File: src/rtl/pipe_skid_reg.sv
// Two-entry skid register stage: main drives data_o, skid absorbs the beat accepted
// in the cycle downstream stalls, so ready_o can come straight from a flop.
module pipe_skid_reg #(
  parameter int unsigned      WIDTH     = 32,
  parameter logic [WIDTH-1:0] RESET_VAL = '0
) (
  input  logic             clk,
  input  logic             rst_n,
  input  logic             flush_i,
  input  logic             valid_i,
  output logic             ready_o,
  input  logic [WIDTH-1:0] data_i,
  output logic             valid_o,
  input  logic             ready_i,
  output logic [WIDTH-1:0] data_o,
  output logic [1:0]       count_o
);

  typedef enum logic [1:0] {
    StEmpty = 2'd0,
    StOne   = 2'd1,
    StFull  = 2'd2
  } state_e;

  state_e           state_q, state_d;
  logic [WIDTH-1:0] main_q, main_d;
  logic [WIDTH-1:0] skid_q, skid_d;
  logic             in_fire;
  logic             out_fire;

  always_ff @(posedge clk) begin
    if (!rst_n) begin
      state_q <= StEmpty;
      main_q  <= RESET_VAL;
      skid_q  <= RESET_VAL;
    end else begin
      state_q <= state_d;
      main_q  <= main_d;
      skid_q  <= skid_d;
    end
  end

  // Handshake outputs depend on the state register only.
  always_comb begin
    valid_o = 1'b0;
    ready_o = 1'b1;
    count_o = 2'd0;
    unique case (state_q)
      StEmpty: begin
        valid_o = 1'b0;
        ready_o = 1'b1;
        count_o = 2'd0;
      end
      StOne: begin
        valid_o = 1'b1;
        ready_o = 1'b1;
        count_o = 2'd1;
      end
      StFull: begin
        valid_o = 1'b1;
        ready_o = 1'b0;
        count_o = 2'd2;
      end
      default: begin
        valid_o = 1'b0;
        ready_o = 1'b1;
        count_o = 2'd0;
      end
    endcase
  end

  assign in_fire  = valid_i & ready_o;
  assign out_fire = valid_o & ready_i;
  assign data_o   = main_q;

  always_comb begin
    state_d = state_q;
    main_d  = main_q;
    skid_d  = skid_q;
    unique case (state_q)
      StEmpty: begin
        if (in_fire) begin
          state_d = StOne;
          main_d  = data_i;
        end
      end
      StOne: begin
        if (in_fire && out_fire) begin
          main_d = data_i;
        end else if (in_fire) begin
          state_d = StFull;
          skid_d  = data_i;
        end else if (out_fire) begin
          state_d = StEmpty;
        end
      end
      StFull: begin
        if (out_fire) begin
          state_d = StOne;
          main_d  = skid_q;
        end
      end
      default: state_d = StEmpty;
    endcase
    // Flush drops occupancy but leaves the data registers untouched.
    if (flush_i) begin
      state_d = StEmpty;
      main_d  = main_q;
      skid_d  = skid_q;
    end
  end

endmodule

File: config.mk
export PLATFORM = sky130hd
export DESIGN_NAME = pipe_skid_reg
export DESIGN_NICKNAME = d
export VERILOG_FILES = /design/src/rtl/pipe_skid_reg.sv
export SDC_FILE = /design/constraint.sdc
export NUM_CORES = 1
export LEC_CHECK = 0
export CORE_UTILIZATION = 49
export DETAILED_ROUTE_END_ITERATION = 10
export HOLD_SLACK_MARGIN = 0.08
export PLACE_DENSITY = 0.79
export SYNTH_ARGS = -nofsm -noshare
export SYNTH_HDL_FRONTEND = slang
export SYNTH_SLANG_ARGS = --single-unit
File: constraint.sdc
create_clock -name clk -period 2.12 [get_ports clk]
set_input_delay 0.212 -clock clk [delete_from_list [all_inputs] [get_ports clk]]
set_output_delay 0.212 -clock clk [all_outputs]
set_load 0.01 [all_outputs]
* Yosys cells after proc, flatten, opt, wreduce, memory -nomap -nowiden *
Cells that the tools add are included.

cells by class
  equality and inequality tests = 7
  multiplexer cells = 13
  bitwise operators = 5
  reduce and logical (&&, ||, !) cells = 8

operator list
  operator                                                          number
  32-bit two-way mux                                                3
  32-bit one-hot mux with 3 select lines                            1
  2-bit two-way mux                                                 5
  2-bit != test (second input constant)                             4
  4-bit AND reduction                                               2
  2-bit one-hot mux with 3 select lines                             1
  5-bit AND reduction                                               1
  2-bit one-hot mux with 2 select lines                             1
  2-bit OR reduction                                                2
  3-bit != test (second input constant)                             1
  1-bit NOT                                                         3
  3-bit nonzero test                                                1
  1-bit AND                                                         2
  2-bit by 1-bit == test with 1-bit output (second input constant)  1
  2-bit == test (second input constant)                             1
  2-bit logical NOT                                                 1
  1-bit two-way mux                                                 2
  1-bit logical AND                                                 1

word-level totals
  flip-flop bits (word level) = 66
  output and inout port bits = 36
  word-level logic and storage cells = 36

* Logic depth before layout (Yosys ltp) *
  depth after elaboration = 8
  mapped depth = 9
  mapped depth without buffers = 6

* Worst setup path before layout *
OpenSTA, ideal clock, no wires.

  path kind = flip-flop to flip-flop
  from = reg state_q[0]
  to = reg main_q[10], in the netlist data_o[10]
  library setup time = 116 ps
  data arrival time = 1867 ps
  data required time = 2004 ps
  setup slack = 137 ps
  cell stages (with the launch flop) = 10
  cell sequence = dfxtp_1 inv_1 ha_1 and4b_1 nand2b_1 clkbuf_1 and2_1 buf_4 buf_6 o211a_1

on the way
  cells in the longest elaborated chain, start to end = 7
  elaborated cells on any way between the ends = 15

RTL lines
  item                                                                       RTL line  text
  start: declaration                                                         25        state_e state_q, state_d;
  start signal: assignment                                                   33        state_q <= StEmpty;
  start signal: assignment                                                   37        state_q <= state_d;
  2-bit == test or 2-bit by 1-bit == test with 1-bit output (tied branches)  48        unique case (state_q)
  2-bit OR reduction (no source line) (*)                                    n/a
  1-bit two-way mux (*)                                                      48
  via valid_o                                                                13        output logic valid_o,
  1-bit AND (*)                                                              73        assign out_fire = valid_o & ready_i;
  1-bit logical AND                                                          88        if (in_fire && out_fire) begin
  2-bit != test (no source line)                                             n/a
  5-bit AND reduction (no source line) (*)                                   n/a
  end signal: assignment                                                     38        main_q <= main_d;
  end: declaration                                                           26        logic [WIDTH-1:0] main_q, main_d;

Mark *: on every way through the listed nets, which the timed path passes. The rest lies on a longest branch.
A chain may end at the register's enable or synchronous reset.

* Final worst setup path *
  from = reg state_q[1]
  to = out valid_o

on the way
  cells in the longest elaborated chain, start to end = 3
  elaborated cells on any way between the ends = 4

RTL lines
  item                                                                       RTL line
  2-bit == test or 2-bit by 1-bit == test with 1-bit output (tied branches)  48
  2-bit OR reduction (no source line) (*)                                    n/a
  1-bit two-way mux (*)                                                      48
  end: declaration                                                           13

Mark *: on every way between the ends. The rest lies on a longest branch, timed or not.

==> impl_metrics.py <==
metrics = {
    "routing": {
        "drtIter0Drc": 94,
        "wl_per_cell_um": 14.9,
        "drt_pre_antenna_iters": 4,
        "viasPerCell": 5.45,
        "drt-total-wl_um": 6930,
        "vias": 2541,
        "drc": 0,
        "ant_nets": 0,
    },
    "cts": {
        "clock_path_buffers": 2,
        "hold_buffers": 0,
        "post_cts_buffers": 0,
        "post_cts_resized": 0,
        "htree_levels": 3,
        "clk_pin_slew_ps": 70,
        "clkSinkCount": 66,
        "cts_buffers": 9,
        "clk_latency_ps": 340,
        "root_buffer": "clkbuf_8",
        "cts_tree": "done",
    },
    "synthesis": {
        "syn_avg_cell_area_um2": 9.42,
        "syn_area_um2": 2980,
        "synthTopCellsByArea": "dfxtp_1, mux2i_1, o211a_1",
        "yosysWarnings": 0,
        "ys_ff_latch": 66,
        "synth_top_area_share": 0.444,
        "syn_inst": 316,
        "syn-num-nets": 357,
        "yosys.area.top_type": "dfxtp_1",
        "synth_cell_types": 27,
        "yosysSeqAreaShare": 0.444,
    },
    "placed_design": {
        "hpwl_um": 4640,
        "place_inst": 450,
        "gp_congestion": 0.785,
        "place_ws_ps": 173,
        "dpl_cell_area_um2": 3810,
        "io_buffer_count": 72,
    },
    "critical_path": {
        "path_cells": "inv_1 > ha_1 > buf_4 > clkdlybuf4s50_1",
        "cp_slowest_stage_delay_ps": 530,
        "critical_path_required_ps": 1910,
        "path_class": "reg -> out",
        "crit_buf_inv": 3,
        "worstPathMaxFanout": 4,
        "arrival_ps": 1800,
        "worstSetupEndpointType": "primary output",
        "slowest_stage": "clkdlybuf4s50_1",
        "cp-start-kind": "flip-flop",
        "cp_top_family": "buffers and inverters",
        "rrSetupSlack_ps": 120,
    },
    "layout": {
        "nNetsFinal": 427,
        "fin_area_um2": 4040,
        "drive_gt1_frac": 0.0921,
        "finalNonFillerCells": 466,
        "antenna_cells": 0,
        "post-route-util": 0.686,
        "syn_to_final_growth_pct": 35.5,
    },
    "sta": {
        "setup_ws_ps": 109,
        "tightest_slew_ps": 550,
        "layout_min_cycle_time_ps": 2010,
        "max_freq_ghz": 0.497,
        "setup_viol": 0,
        "grt_setup_unrepaired": "no",
        "hold_viol_final": 0,
        "finalSetupTns_ps": 0,
        "fin_worst_skew_ps": 7.95,
        "slew_headroom": 0.633,
        "finalCritPeriodShare": 0.949,
        "hold_slack_ps": 353,
        "slew_violations": 0,
    },
    "power_and_ir_drop": {
        "peakVddDrop_mv": 0.533,
        "fin_total_pwr_mw": 3.01,
        "p_clk_frac": 0.393,
        "p_int_mw": 2.31,
        "combPwrFrac": 0.158,
        "netSwitchingFraction": 0.234,
        "p_switching_mw": 0.706,
        "seqPwrFrac": 0.449,
        "power_density_nw_per_um2": 746,
        "leakage_nw": 1.69,
    },
    "die": {
        "die_h_um": 80.0,
        "initial_core_util": 0.506,
        "die_area_um2": 6390,
        "rows": 28,
        "die_w_um": 80.0,
        "core_um2": 5890,
        "num_io_pins": 73,
    },
    "grt": {
        "grt_pass1_wl_um": 11300,
        "overflow": 0,
        "grt_pass1_vias": 2388,
        "antenna_found_initial": 0,
        "grt_max_degree": 65,
        "grt_use_total": 0.234,
    },
    "outcome": {
        "status": "complete, no violations",
    },
    "run": {
        "max_cap_violations": 0,
    },
    "worst_hold_path": {
        "hp-class": "in -> reg",
    },
}
cells in the mapped netlist (all sizes together):
cell type  number
dfxtp          66
nand2          64
a21boi         32
mux2i          32
nand3          32
o211a          32
clkbuf         17
buf            11
ha              4
inv             4
nor2            4
nand2b          3
mux2            2
nor2b           2
nor3            2
a2111oi         1
a211o           1
a211oi          1
a21oi           1
and2            1
and4b           1
nand3b          1
o21ai           1
o221ai          1
final timing paths:
check                          start                 endpoint  depth (start not counted)
max          state_q[1]$_SDFFE_PP0P_                  valid_o                          4
min                            rst_n  state_q[1]$_SDFFE_PP0P_                          4
max reg2reg  state_q[1]$_SDFFE_PP0P_   data_o[0]$_SDFFE_PN0P_                          7
min reg2reg   skid_q[5]$_SDFFE_PN0P_   skid_q[5]$_SDFFE_PN0P_                          2
flip-flops by register name, summed over array words and instances (netlist names):
name     count
skid_q      32
data_o      32
state_q      2
logic make-up (layout without fill, tap and decap cells):
group           after synthesis  in the layout  share of synthesized area
fa+ha+maj                     4              4                     0.0168
buf+inv                      32            107                     0.0521
compound gates               70             70                      0.211
flops                        66             66                      0.444
simple gates                110            110                      0.161
mux                          34             34                      0.115
cell usage in the layout, fill, tap and decap left out, drive strengths merged, types with 2 or more instances in the layout:
master	instances
a21boi	32
buf	16
bufinv	2
clkbuf	12
clkdlybuf4s50	71
clkinv	2
dfxtp	66
ha	4
inv	4
mux2	2
mux2i	32
nand2	64
nand2b	3
nand3	32
nor2	4
nor2b	2
nor3	2
o211a	32
worst register-to-register path, delay by kind of cell (launching register included):
kind / cells / cell delay, ps
buffers and inverters: 2 / 410
and+or+nand+nor: 2 / 320
DFF: 1 / 390
adders and majority gates: 1 / 220
AOI/OAI and AO/OA: 2 / 570
final cells by class:
type | count | area (um2)
fillers | 472 | 1850
multi-input cells | 218 | 1510
flip-flops and latches | 66 | 1320
repair buffers | 87 | 866
clock buffers | 12 | 155
well taps | 75 | 93.8
clock inverters | 4 | 73.8
inverters | 4 | 15.0
power by group through the flow:
stage	clock network, mW	registers [mW]	logic [mW]
after floorplan	0	1.40	0.201
after global placement	0	1.38	0.470
after detailed placement	0	1.38	0.476
after CTS	1.21	1.35	0.480
after global routing	1.27	1.36	0.513
final	1.18	1.35	0.476
per-layer routing:
| metal | global-route usage | part of all wire |
|---|---|---|
| met1 | 0.286 | 0.44 |
| met3 | 0.0777 | 0.061 |
| met4 | 0.0589 | 0.0051 |
| met2 | 0.393 | 0.49 |
| met5 | 0 | 0 |
Power figures use the tool's default switching activity.
